`config.mk`:
```
export PLATFORM = sky130hd
export DESIGN_NAME = inv_cipher_feeder
export DESIGN_NICKNAME = d
export VERILOG_FILES = /design/src/rtl/inv_cipher_feeder.sv
export SDC_FILE = /design/constraint.sdc
export NUM_CORES = 1
export LEC_CHECK = 0
export ABC_CLOCK_PERIOD_IN_PS = 16040
export CAP_MARGIN = 20
export CORE_AREA = 3 3 265 267
export CTS_CLUSTER_DIAMETER = 80
export CTS_CLUSTER_SIZE = 30
export DETAILED_ROUTE_END_ITERATION = 16
export DIE_AREA = 0 0 268 270
export PLACE_DENSITY_LB_ADDON = 0.3
export SLEW_MARGIN = 30
export SYNTH_ARGS = -nofsm -noshare
export SYNTH_HDL_FRONTEND = slang
export SYNTH_SLANG_ARGS = --single-unit
export TNS_END_PERCENT = 50
```
`constraint.sdc`:
```
create_clock -name clk -period 16.04 [get_ports clk]
set_clock_uncertainty 0.05 [all_clocks]
set_input_delay 3.208 -clock clk [delete_from_list [all_inputs] [get_ports clk]]
set_output_delay 3.208 -clock clk [all_outputs]
set_load 0.02 [all_outputs]
```
`src/rtl/inv_cipher_feeder.sv`:
```
// inv_cipher_feeder: packs four ciphertext words and the key for the inverse-cipher core, runs the core, returns the plaintext.
// Define INV_FEEDER_WORD_SWAP_EN to load the first word into the LSBs of the core state.
module inv_cipher_feeder #(
  parameter int NK = 4,
  parameter int LATENCY = (NK + 7) * 5 + 1
) (
  input  logic              clk,
  input  logic              reset,
  input  logic              in_valid,
  output logic              in_ready,
  input  logic [31:0]       in_word,
  input  logic [NK*32-1:0]  key_in,
  output logic              out_valid,
  input  logic              out_ready,
  output logic [127:0]      out_block,
  output logic              busy,
  output logic              core_reset,
  output logic              core_enable,
  output logic [127:0]      core_state,
  output logic [NK*32:0]    core_key,
  input  logic [127:0]      core_result
);
  localparam int CW = $clog2(LATENCY + 1);
  typedef enum logic [2:0] {LOAD, CORE_RST, RUN, CAPTURE, OUT} state_t;
  state_t state;
  logic [1:0] word_cnt;
  logic [CW-1:0] cycle_cnt;
  logic [6:0] base;
  logic accept;
  always_comb begin
    base = {word_cnt, 5'd0};
    accept = in_valid && in_ready;
  end
  always_ff @(posedge clk or posedge reset)
    if (reset) begin
      state <= LOAD;
      word_cnt <= '0;
      cycle_cnt <= '0;
      in_ready <= 1'b1;
      busy <= 1'b0;
      core_reset <= 1'b0;
      core_enable <= 1'b0;
      out_valid <= 1'b0;
      out_block <= '0;
      core_state <= '0;
      core_key <= '0;
    end else
      case (state)
        LOAD: if (accept) begin
`ifdef INV_FEEDER_WORD_SWAP_EN
          core_state[base +: 32] <= in_word;
`else
          core_state[7'd127 - base -: 32] <= in_word;
`endif
          word_cnt <= word_cnt + 2'd1;
          if (word_cnt == 2'd3) begin
            core_key <= {1'b0, key_in};
            state <= CORE_RST;
            in_ready <= 1'b0;
            busy <= 1'b1;
            core_reset <= 1'b1;
          end
        end
        CORE_RST: begin
          state <= RUN;
          core_reset <= 1'b0;
          core_enable <= 1'b1;
          cycle_cnt <= CW'(LATENCY - 1);
        end
        RUN: if (cycle_cnt == '0) begin
          state <= CAPTURE;
          core_enable <= 1'b0;
        end else cycle_cnt <= cycle_cnt - 1'b1;
        CAPTURE: begin
          state <= OUT;
          out_block <= core_result;
          out_valid <= 1'b1;
        end
        OUT: if (out_ready) begin
          state <= LOAD;
          out_valid <= 1'b0;
          in_ready <= 1'b1;
          busy <= 1'b0;
          word_cnt <= '0;
        end
        default: state <= LOAD;
      endcase
endmodule

```
==> results of run 1 <==
path summary, 6_finish.rpt:
path / endpoint / from / slack (ps)
worst max-delay path: core_key[88] / in_valid / 10630
worst min-delay path: in_ready / in_ready / 440
worst max register to register: out_block[46] / state[2] / 12690
worst min register to register: in_ready / in_ready / 440
max in group asynchronous: core_key[70] / reset / 10730
min in group asynchronous: out_block[2] / reset / 3110
state kept, by name (all words and copies together), names as in the netlist:
| signal | flops |
|---|---|
| core_key | 128 |
| core_state | 128 |
| out_block | 128 |
| cycle_cnt | 6 |
| state | 3 |
| word_cnt | 2 |
| busy | 1 |
| core_enable | 1 |
| core_reset | 1 |
| in_ready | 1 |
| out_valid | 1 |
cells in the final DEF (no fill, tap or decap), types with 3 or more instances in the layout:
master	Yosys	routed
clkdlybuf4s50_1	0	680
dfrtp_1	399	399
mux2_2	222	222
inv_1	105	104
nand2_1	101	100
mux2i_1	97	97
mux2_1	67	67
and3_1	34	32
clkbuf_16	0	27
buf_4	2	11
nor2_1	9	8
ha_1	6	6
diode_2	0	5
inv_8	0	5
inv_6	0	5
nand3_1	6	4
clkinv_4	0	4
clkinv_8	0	3
worst register-to-register path: stages (launching register included):
cell and delay (ps):
dfrtp_1 640, and2b_1 320, nand2_4 310, buf_4 650, buf_4 830, mux2_2 450
stage by stage:
| step | std cells | hold WS (ps) | util | total power [mW] |
|---|---|---|---|---|
| 2_1_floorplan | 1156 | 428 | - | 2.92 |
| 3_3_place_gp | 2666 | 411 | 0.348 | 4.21 |
| 3_5_place_dp | 2666 | 421 | 0.348 | 4.25 |
| 4_1_cts | 2715 | 434 | 0.361 | 5.04 |
| 5_1_grt | 2719 | 458 | 0.362 | 5.24 |
| 6_report | 2721 | 438 | 0.362 | 4.95 |
power by group through the flow:
stage                     registers (mW)  logic (mW)  clock network, mW
after floorplan                     2.30       0.622                  0
after global placement              1.74        2.46                  0
after detailed placement            1.76        2.49                  0
after CTS                           1.75        2.50              0.798
after global routing                1.80        2.60              0.840
final                               1.74        2.45              0.762
area by class of cell:
type,instances,area (sq um)
antenna,5,12.5
fill,6625,43600
clock inverter,22,270
clock buffer,27,676
timing repair buffer,695,6960
multi-input combinational,585,5320
sequential,400,10000
tap,882,1100
inverter,105,402
routing by layer:
metal  track usage  part of all wire  routed length, um
met1         0.163              0.39              20500
met2         0.255              0.52              27400
met4        0.0418             0.029               1520
met5             0                 0                  0
met3        0.0362             0.065               3420
cell families (layout without fill, tap and decap cells):
group,after synthesis,after routing
compound gates,20,20
simple gates,171,171
buf+inv,171,849
other cells,1,6
mux,386,386
fa+ha+maj,6,6
flops,400,400
xor+xnor,1,1
==> summary.md, run 1 <==
| Metric | Value |
|---|---|
| Max rail drop VDD | between 0.09 and 0.1 mV |
| H-Tree Level Count | 1 |
| RSZ-0062 raised after global routing | no |
| ANT nets after route | 0 |
| Initial antenna violation count | 5 |
| Post-Syn Area | 0.0160 sq mm |
| Post-Place Worst Slack | roughly 9900 ps |
| CP required | 16,470 ps |
| Average size of a mapped cell | 13.9 sq um |
| Top cell type by total area after synthesis | dfrtp_1 |
| Largest family of logic cells by synthesized area | multiplexers |
| Async S/R FF share, synth | 1.00 |
| Hold Buf Count CTS | 0 |
| Hold Path Class | reg2reg |
| DRT Wirelength | approximately 53,000 um |
| WL/cell | 19.4 um |
| Post-synth top flop | dfrtp_1 |
| Fin worst setup slack | 10,630 ps |
| Tot GR Track Use | 0.141 |
| DRC violations left | 0 |
| XOR/XNOR Fraction of Synth Area | 0.000546 |
| Post-Synthesis Cells | about 1,200 |
| Combinational share of power | 0.495 |
| Area contributors post-synth | dfrtp_1 62%, mux2_2 16%, mux2i_1 6.1% |
| Hold Vio Cnt, Final | 0 |
| Sequential area share after synthesis | 0.624 |
| Clock Root Buffer | clkbuf_16 |
| PwrDens | roughly 200 mW/mm^2 |
| Worst path max stage delay | 680 ps |
| CTS resizes | 0 |
| Vias per cell | between 4 and 5 |
| Share of cells above drive strength 1 | 0.164 |
| Status | completed |
| Die span in y | 270 um |
| Row Count | 96 |
| 1st-iter DRT viols | between 500 and 600 |
| Global placer's final weighted congestion | 0.804 |
| Setup TNS | 0 ps |
| Global-route wire length before repair | roughly 79,000 um |
| Yosys cell types | 45 |
| Actual slew at the worst max-slew pin | slightly above 900 ps |
| GRT Residual Overflow | 0 |
| Final Setup Violations | 0 |
| Critical-path top delay cell | buf_4 |
| CP Depth | 5 |
| Flop pwr share | 0.351 |
| Net Sw Frac | 0.388 |
| Setup bufs post-CTS | 0 |
| Layout area overhead | 54.3% |
| Drt pass-1 iters | 4 |
| Clk Latency, worst-skew pair | 580 ps |
| Worst path bufs/invs | 2 |
| Min cycle time layout | 5410 ps |
| Max cap viols | 0 |
| WP data arrival | 5840 ps |
| Yosys reg bits | 400 |
| Leak | about 11 nW |
| DP HPWL | 39,000 um |
| Finished Cell Area | 0.0247 sq mm |
| Internal | 3.03 mW |
| Synth Area in Adders | 0.00468 |
| Net switching power | just under 2 mW |
| Mapped Nets | around 1,500 |
| Synth Area in Simple Gates | 0.0508 |
| Final net count | about 2,100 |
| CTS tree | built |
| Peak fanout along the critical path | between 50 and 60 |
| Worst reg2reg path depth | 5 |
| Fin. max-slew vios | 0 |
| CP Launch Type | input port |
| Synth Area in Compound Gates | 0.00952 |
| Final worst-path cycle share | 0.338 |
| Ports | 682 |
| Vias in the first global route | 12,100 |
| Clk pin slew, worst setup/hold paths | 90 ps |
| Synthesis Warnings | 0 |
| Clock tree buffer depth | 3 |
| Clock network power share | 0.154 |
| Synth top cells by count | 399 x dfrtp_1, 222 x mux2_2, 105 x inv_1 |
| CTS Buf Count | 27 |
| Cells on Worst Hold Path | 2 |
| Top cell type's share of synthesized area | 0.622 |
| Mux cell area share after synthesis | 0.263 |
| Critical path class | in2reg |
| Initial Util | 0.235 |
| CP top delay family | buffers and inverters |
| Post-synth EDFFs | 0 |
| Area after DPL | 0.0238 sq mm |
| Core ar. | approximately 0.07 sq mm |
| Via count | 11,200 |
| Relative slew margins | 0.397 |
| Sink Count | 400 |
| Max frequency | 0.185 GHz |
| Top-count cell post-synth | dfrtp_1 |
| CP endpoint kind | flip-flop |
| Pin count of the biggest net entering global routing | 153 |
| DIE AREA | about 0.072 sq mm |
| Die Width | 268 um |
| Crit path cell chain | clkdlybuf4s50_1 > nor3b_4 > and3_4 > buf_4 > mux2_2 |
| Port Buffer Count | 680 |
Power figures use the tool's default switching activity.
==> run 2: changes to the inputs <==
ABC_CLOCK_PERIOD_IN_PS = 5650   (was 16040)
clock period = 5.65 ns   (was 16.04 ns; I/O delays follow)
==> summary.md, run 2 (synthesis gave the netlist of run 1 again) <==
| Metric | Value |
|---|---|
| Status | completed |
| Hold Buf Count CTS | 0 (unchanged) |
| Relative slew margins | 0.354 (-0.0432) |
| Ports | 682 (unchanged) |
| CP Launch Type | flip-flop |
| Clk pin slew, worst setup/hold paths | 80 ps (about the same) |
| CTS Buf Count | 28 (+3.7%) |
| Clock tree buffer depth | 3 (unchanged) |
| Max rail drop VDD | 0.263 mV (+190%) |
| Via count | 11,200 (-0.13%) |
| Commonest non-fill, non-tap cells in the layout | 680 x clkdlybuf4s50_1, 399 x dfrtp_1, 222 x mux2_2 |
| Peak fanout along the critical path | 4 (-92%) |
| Global-route wire length before repair | 79,900 um (+1.4%) |
| WL/cell | 19.7 um (+1.2%) |
| Final worst-path cycle share | 0.536 |
| Pin count of the biggest net entering global routing | 125 (-18%) |
| Global placer's final weighted congestion | 0.826 (+2.7%) |
| Max frequency | 0.330 GHz |
| RSZ-0062 raised after global routing | no |
| CP required | 4470 ps (-12,000 ps) |
| CTS tree | built |
| Initial antenna violation count | 4 (-1) |
| Worst path bufs/invs | 1 (-1) |
| Vias in the first global route | 12,100 (+0.60%) |
| Most common cell after layout, fill and taps aside | clkdlybuf4s50_1 |
| WP data arrival | 1850 ps (-3990 ps) |
| Initial Util | 0.235 (unchanged) |
| WHS | 438 ps (+0.622 ps) |
| H-Tree Level Count | 1 (unchanged) |
| Leak | 11.0 nW (+0.72%) |
| Drt pass-1 iters | 4 (unchanged) |
| Fin. max-slew vios | 0 (unchanged) |
| Tot GR Track Use | 0.143 (+0.00213) |
| Row Count | 96 (unchanged) |
| 1st-iter DRT viols | 547 (+7.7%) |
| Port Buffer Count | 680 (unchanged) |
| Final Setup Violations | 0 (unchanged) |
| GRT Residual Overflow | 0 (unchanged) |
| Max cap viols | 0 (unchanged) |
| Setup bufs post-CTS | 0 (unchanged) |
| DRT Wirelength | 53,600 um (+1.5%) |
| CP endpoint kind | primary output |
| Die span in y | 270 um (unchanged) |
| Sink Count | 400 (unchanged) |
| Final net count | 2,120 (+0.38%) |
| Critical path class | reg2out |
| CP top delay family | buffers and inverters |
| Share of cells above drive strength 1 | 0.167 (+0.00345) |
| Hold Vio Cnt, Final | 0 (unchanged) |
| CTS resizes | 0 (unchanged) |
| Core ar. | 0.0683 sq mm (unchanged) |
| Filler cell count | 6,620 (-0.075%) |
| DRC violations left | 0 (unchanged) |
| Vias per cell | 4.11 (-0.39%) |
| Die Width | 268 um (unchanged) |
| Actual slew at the worst max-slew pin | 969 ps (+64.8 ps) |
| Clock Root Buffer | clkbuf_16 |
| DP HPWL | 39,800 um (+2.0%) |
| Total power | 14.2 mW (+190%) |
| Min cycle time layout | 3030 ps |
| Crit path cell chain | clkdlybuf4s50_1 |
| Biggest regs | core_key: 128 flops, core_state: 128 flops, out_block: 128 flops |
| DIE AREA | 0.0724 sq mm (unchanged) |
| PwrDens | 571 mW/mm^2 (+190%) |
| Hold Path Class | reg2reg |
| ANT nets after route | 0 (unchanged) |
| Clk Latency, worst-skew pair | 600 ps (+20 ps) |
| Worst path max stage delay | 700 ps (+20 ps) |
| Layout area overhead | 55.3% |
| Critical-path top delay cell | clkdlybuf4s50_1 |
## run 2: cell types whose count changed in the layout (fill, tap and decap cells not counted), sizes merged
cell / change
diode: -3
clkinv: -3
buf: +7
clkinvlp: +1
clkbuf: +5
## run 2: cell type report
| class | instances | area [sq um] | share of cell area |
|---|---|---|---|
| Inverter | 105 | 398 | 0.0160 |
| Timing Repair Buffer | 702 | 7050 | 0.283 |
| Tap cell | 882 | 1100 | 0.0443 |
| Sequential cell | 400 | 10000 | 0.402 |
| Clock buffer | 32 | 747 | 0.0300 |
| Antenna cell | 2 | 5.00 | 0.000201 |
| Multi-Input combinational cell | 585 | 5320 | 0.213 |
| Clock inverter | 20 | 280 | 0.0113 |
## run 2: worst paths after layout
kind	startpoint	end	slack [ps]	depth (start not counted)
max	in_ready	in_ready	2620	1
min	core_key[5]	core_key[5]	440	1
max reg2reg	state[0]	core_key[34]	3070	4
min reg2reg	core_key[5]	core_key[5]	440	1
max in group asynchronous	reset	core_state[50]	3360	3
min in group asynchronous	reset	core_key[87]	1000	2
## run 2: metal layers
metal / vias up / part of all wire / track usage
li1: 5192 / - / -
met1: 5599 / 0.39 / 0.167
met2: 348 / 0.52 / 0.260
met3: 64 / 0.065 / 0.0367
met4: 4 / 0.027 / 0.0382
met5: - / 0.00043 / 0
## run 2: report_power, final
| group | switching (mW) | total, mW | internal (mW) |
|---|---|---|---|
| Clock | 1.24 | 2.29 | 1.05 |
| Sequential | 0.753 | 4.95 | 4.20 |
| Combinational | 3.54 | 6.99 | 3.46 |
## run 2: stage by stage
step	setup TNS, ps	setup WS [ps]	utilization	area, sq um	std cells
3_5_place_dp	0	1750	0.349	23900	2673
3_3_place_gp	0	1840	0.349	23900	2673
4_1_cts	0	2400	0.364	24900	2725
6_report	0	2620	0.364	24900	2728
5_1_grt	0	2560	0.364	24900	2728
2_1_floorplan	-365060	-915	-	16000	1156
